File: src/rtl/serial_tx_shifter.sv
// Parallel-in, serial-out link transmitter with its own SCK, FRAME and DONE.
// Optional macro SERIAL_TX_PARITY_EN appends one even-parity bit after the data bits.
module serial_tx_shifter #(
  parameter int DATA_W    = 8,
  parameter int DIV       = 4,
  parameter bit MSB_FIRST = 1'b1
) (
  input  logic              CLK,
  input  logic              CLR_N,
  input  logic [DATA_W-1:0] TX_DATA,
  input  logic              TX_VALID,
  output logic              TX_READY,
  output logic              SCK,
  output logic              SDO,
  output logic              FRAME,
  output logic              DONE
);

`ifdef SERIAL_TX_PARITY_EN
  localparam int NBITS = DATA_W + 1;
`else
  localparam int NBITS = DATA_W;
`endif
  localparam int BW = $clog2(NBITS + 1);
  localparam int DW = $clog2(DIV + 1);
  localparam logic [BW-1:0] BIT_LAST = BW'(NBITS - 1);
  localparam logic [DW-1:0] DIV_LAST = DW'(DIV - 1);

  typedef enum logic [1:0] {IDLE, SHIFT, GAP} state_t;

  state_t           state, state_nx;
  logic [NBITS-1:0] shreg, shreg_nx, load_word, shifted;
  logic [BW-1:0]    bit_cnt, bit_cnt_nx;
  logic [DW-1:0]    div_cnt, div_cnt_nx;
  logic             sck_nx, sdo_nx, frame_nx, done_nx;

  function automatic logic first_bit(input logic [NBITS-1:0] word);
    return MSB_FIRST ? word[NBITS-1] : word[0];
  endfunction

  // The shift register holds the frame in transmit order, parity included.
  always_comb begin
`ifdef SERIAL_TX_PARITY_EN
    load_word = MSB_FIRST ? {TX_DATA, ^TX_DATA} : {^TX_DATA, TX_DATA};
`else
    load_word = TX_DATA;
`endif
    shifted = MSB_FIRST ? {shreg[NBITS-2:0], 1'b0} : {1'b0, shreg[NBITS-1:1]};
  end

  assign TX_READY = (state == IDLE);

  always_comb begin
    // NOTE: every output of this block gets a default first so no latch is inferred.
    state_nx   = state;
    shreg_nx   = shreg;
    bit_cnt_nx = bit_cnt;
    div_cnt_nx = div_cnt;
    sck_nx     = SCK;
    sdo_nx     = SDO;
    frame_nx   = FRAME;
    done_nx    = 1'b0;
    unique case (state)
      IDLE: begin
        if (TX_VALID) begin
          state_nx   = SHIFT;
          shreg_nx   = load_word;
          sdo_nx     = first_bit(load_word);
          sck_nx     = 1'b1;
          frame_nx   = 1'b1;
          bit_cnt_nx = '0;
          div_cnt_nx = '0;
        end
      end
      SHIFT: begin
        if (div_cnt == DIV_LAST) begin
          div_cnt_nx = '0;
          if (SCK) begin
            sck_nx = 1'b0;
          end else if (bit_cnt == BIT_LAST) begin
            state_nx   = GAP;
            frame_nx   = 1'b0;
            sdo_nx     = 1'b0;
            shreg_nx   = '0;
            bit_cnt_nx = '0;
          end else begin
            // Rising SCK launches the next bit in the same cycle.
            sck_nx     = 1'b1;
            shreg_nx   = shifted;
            sdo_nx     = first_bit(shifted);
            bit_cnt_nx = bit_cnt + 1'b1;
          end
        end else begin
          div_cnt_nx = div_cnt + 1'b1;
        end
      end
      GAP: begin
        if (div_cnt == DIV_LAST) begin
          state_nx   = IDLE;
          div_cnt_nx = '0;
          done_nx    = 1'b1;
        end else begin
          div_cnt_nx = div_cnt + 1'b1;
        end
      end
      default: state_nx = IDLE;
    endcase
  end

  // NOTE: sequential state uses non-blocking assignments only; the comb block above uses blocking.
  always_ff @(posedge CLK or negedge CLR_N) begin
    if (!CLR_N) begin
      state   <= IDLE;
      shreg   <= '0;
      bit_cnt <= '0;
      div_cnt <= '0;
      SCK     <= 1'b0;
      SDO     <= 1'b0;
      FRAME   <= 1'b0;
      DONE    <= 1'b0;
    end else begin
      state   <= state_nx;
      shreg   <= shreg_nx;
      bit_cnt <= bit_cnt_nx;
      div_cnt <= div_cnt_nx;
      SCK     <= sck_nx;
      SDO     <= sdo_nx;
      FRAME   <= frame_nx;
      DONE    <= done_nx;
    end
  end

endmodule

File: config.mk
export PLATFORM = sky130hd
export DESIGN_NAME = serial_tx_shifter
export DESIGN_NICKNAME = d
export VERILOG_FILES = /design/src/rtl/serial_tx_shifter.sv
export SDC_FILE = /design/constraint.sdc
export NUM_CORES = 1
export LEC_CHECK = 0
export ABC_AREA = 1
export CELL_PAD_IN_SITES_DETAIL_PLACEMENT = 1
export CELL_PAD_IN_SITES_GLOBAL_PLACEMENT = 2
export CORE_ASPECT_RATIO = 1.2
export CORE_MARGIN = 2
export CORE_UTILIZATION = 33
export CTS_CLUSTER_DIAMETER = 40
export DETAILED_ROUTE_END_ITERATION = 7
export GPL_ROUTABILITY_DRIVEN = 0
export PLACE_DENSITY = 0.91
export SKIP_CTS_REPAIR_TIMING = 1
export SYNTH_ARGS = -nofsm -noshare
export SYNTH_HDL_FRONTEND = slang
export SYNTH_SLANG_ARGS = --single-unit
File: constraint.sdc
create_clock -name CLK -period 2.3 [get_ports CLK]
set_input_delay 0.575 -clock CLK [delete_from_list [all_inputs] [get_ports CLK]]
set_output_delay 0.575 -clock CLK [all_outputs]
set_load 0.005 [all_outputs]
==> results_dict.tcl <==
set metrics [dict create \
    power_frac_clock 0.164 \
    initial_core_util 0.343 \
    grt_use_total 0.165 \
    dr.pass1.iters 2 \
    p_per_area_mw_per_mm2 1220 \
    num_rows 23 \
    cts_max_path_buffers 2 \
    finalCritPeriodShare 0.939 \
    wl_mm 2.76 \
    area_delta_synth_final_pct 18.9 \
    vias_per_cell 4.97 \
    drt-initial-drc-count 35 \
    synth_edf_count 0 \
    grt_overflow 0 \
    grt_setup_unrepaired "false" \
    die_y_um 68.6 \
    hold_viol_final 0 \
    crit_fanout 6 \
    hold_start "shreg[2]" \
    ys_ff_latch 20 \
    drc 0 \
    grt_max_degree 21 \
    antenna_found_initial 0 \
    internal_power_mw 0.937 \
    syn_avg_cell_area_um2 7.80 \
    max_cap_violations 0 \
    status "finished, final reports clean" \
    grt_pass1_vias 1101 \
    clkTransAtPathRegs_ps 80 \
    cts_tree "yes" \
    synth.largest_area_cell "dfrtp_1" \
    setup_viol 0 \
    path_class "reg2out" \
    worst_pin_slew_ps 411 \
    grt_pass1_wl_mm 4.89 \
    synthArstFlopShare 1.00 \
    place_hpwl_mm 2.07 \
    root_buffer "clkbuf_8" \
    drive_above_1_share 0.0982 \
    die_x_um 57.8 \
    drv_slew 0 \
    synth_top_area_frac 0.437 \
    fin_nets 181 \
    switching_share 0.437 \
    switchingPower_mw 0.729 \
    power_mw 1.67 \
    ys_seq_area_frac 0.437 \
    cts_buffers 3 \
    routedWlPerCell_um 13.8 \
    ir_drop_mv 0.453 \
    synthTopCellsByArea "dfrtp_1 (44%), nand2_1 (20%), ha_1 (6.6%)" \
    synthDistinctLibCells 19 \
    fin_crit_ps 2160 \
    ys_top_cells_by_count "nand2_1 (61), dfrtp_1 (20), nand3_1 (15)" \
    skew_ps 1.98 \
    p_seq_frac 0.341 \
    clkLatencyLatePin_ps 260 \
    die_area_mm2 0.00396 \
    critPathLaunchType "flip-flop" \
    htreeDepth 1 \
    post-synth-top-count-cell "nand2_1" \
    p_comb_frac 0.495 \
    startpoint "state[1]" \
    synth.cell_area_mm2 0.00115 \
    crit_arrival_ps 1580 \
    worstReg2RegStart "state[1]" \
    yosysWarningCount 0 \
    required_ps 1730 \
    reg2reg_slack_ps 550 \
    port_buffers 15 \
    num_antenna_cells 0 \
    power_leakage_nw 0.707 \
    max_freq_mhz 463 \
    netlist_instances 147 \
    ios 16 \
    routed-via-count 994 \
    end_kind "output port" \
    yosys_most_used_dff "dfrtp_1" \
    core_area_mm2 0.00334 \
    worstHoldPathType "reg2reg" \
    max-slew-margin-rel 0.726 \
    clock_sinks 20 \
    synth_nets 164 \
    tns_ps 0 \
    antenna_left 0 \
]
[per-stage QoR]
| step | util | hold slack (ps) | worst slack, ps | cell area (um^2) | cells |
|---|---|---|---|---|---|
| final | 0.408 | 476 | 140 | 1360 | 200 |
| after global routing | 0.408 | 517 | 78.0 | 1360 | 200 |
| after CTS | 0.407 | 480 | 64.1 | 1360 | 200 |
| after detailed placement | 0.391 | 460 | 364 | 1310 | 196 |
| after global placement | 0.391 | 455 | 443 | 1310 | 196 |
| after floorplan | - | 279 | 886 | 1150 | 147 |
[placed cells by master (no fill, tap or decap)]
master,n
nand2_2,5
clkdlybuf4s50_1,15
clkbuf_8,4
inv_1,13
xnor2_1,1
buf_4,1
nor3_1,1
dfrtp_1,20
o21ai_2,1
nand2_1,61
nand4_1,3
nor2_2,1
clkinv_1,1
ha_2,1
nand3_1,15
a21oi_2,1
nor2_4,1
o21ai_0,5
nor2_1,6
a21oi_1,1
nand3_4,1
ha_1,5
[worst paths after layout]
| check | depth (start not counted) | endpoint |
|---|---|---|
| hold / removal | 2 | shreg[2] |
| max in group asynchronous | 2 | div_cnt[1] |
| min in group asynchronous | 2 | shreg[4] |
| setup / recovery | 3 | TX_READY |
| hold reg to reg | 2 | shreg[2] |
| setup reg to reg | 7 | shreg[2] |
[power groups by stage]
| stage | sequential (mW) | clock (mW) | combinational, mW |
|---|---|---|---|
| floorplan | 0.556 | 0 | 0.651 |
| global placement | 0.566 | 0 | 0.794 |
| detailed placement | 0.576 | 0 | 0.839 |
| CTS | 0.570 | 0.284 | 0.845 |
| global route | 0.586 | 0.302 | 0.953 |
| finish | 0.568 | 0.273 | 0.825 |
[kinds of logic (layout without fill, tap and decap cells)]
logic type | count (synthesis) | in the layout | synth area share
AND/OR/NAND/NOR | 94 | 94 | 0.364
XOR/XNOR | 1 | 1 | 0.00764
flip-flops | 20 | 20 | 0.437
buffers and inverters | 18 | 34 | 0.0851
adder cells (fa/ha/maj) | 6 | 6 | 0.0655
AO/OA/AOI/OAI | 8 | 8 | 0.0415
[sequential cells by signal (all words and copies together) (netlist names)]
register,flops
DONE,1
div_cnt,3
state,2
SDO,1
shreg,7
FRAME,1
SCK,1
bit_cnt,4
[routing by layer]
metal  vias to the layer above  wire (um)  global-route usage
met5                         -          0                   0
met4                         0         36              0.0698
met3                         4         96              0.0168
met2                        15       1530               0.328
met1                       484       1100               0.175
li1                        491          -                   -
[area by class of cell]
class	instances	area, um^2
Sequential cell	20	500
Timing Repair Buffer	16	158
Multi-Input combinational cell	109	551
Inverter	14	52.6
Fill cell	430	1980
Tap cell	37	46.3
Clock buffer	4	55.1
[critical path, stage by stage, from the launching register on]
cell	delay (ps)
dfrtp_1	410
inv_1	120
ha_2	270
clkdlybuf4s50_1	530
(Power assumes the default switching activity.)
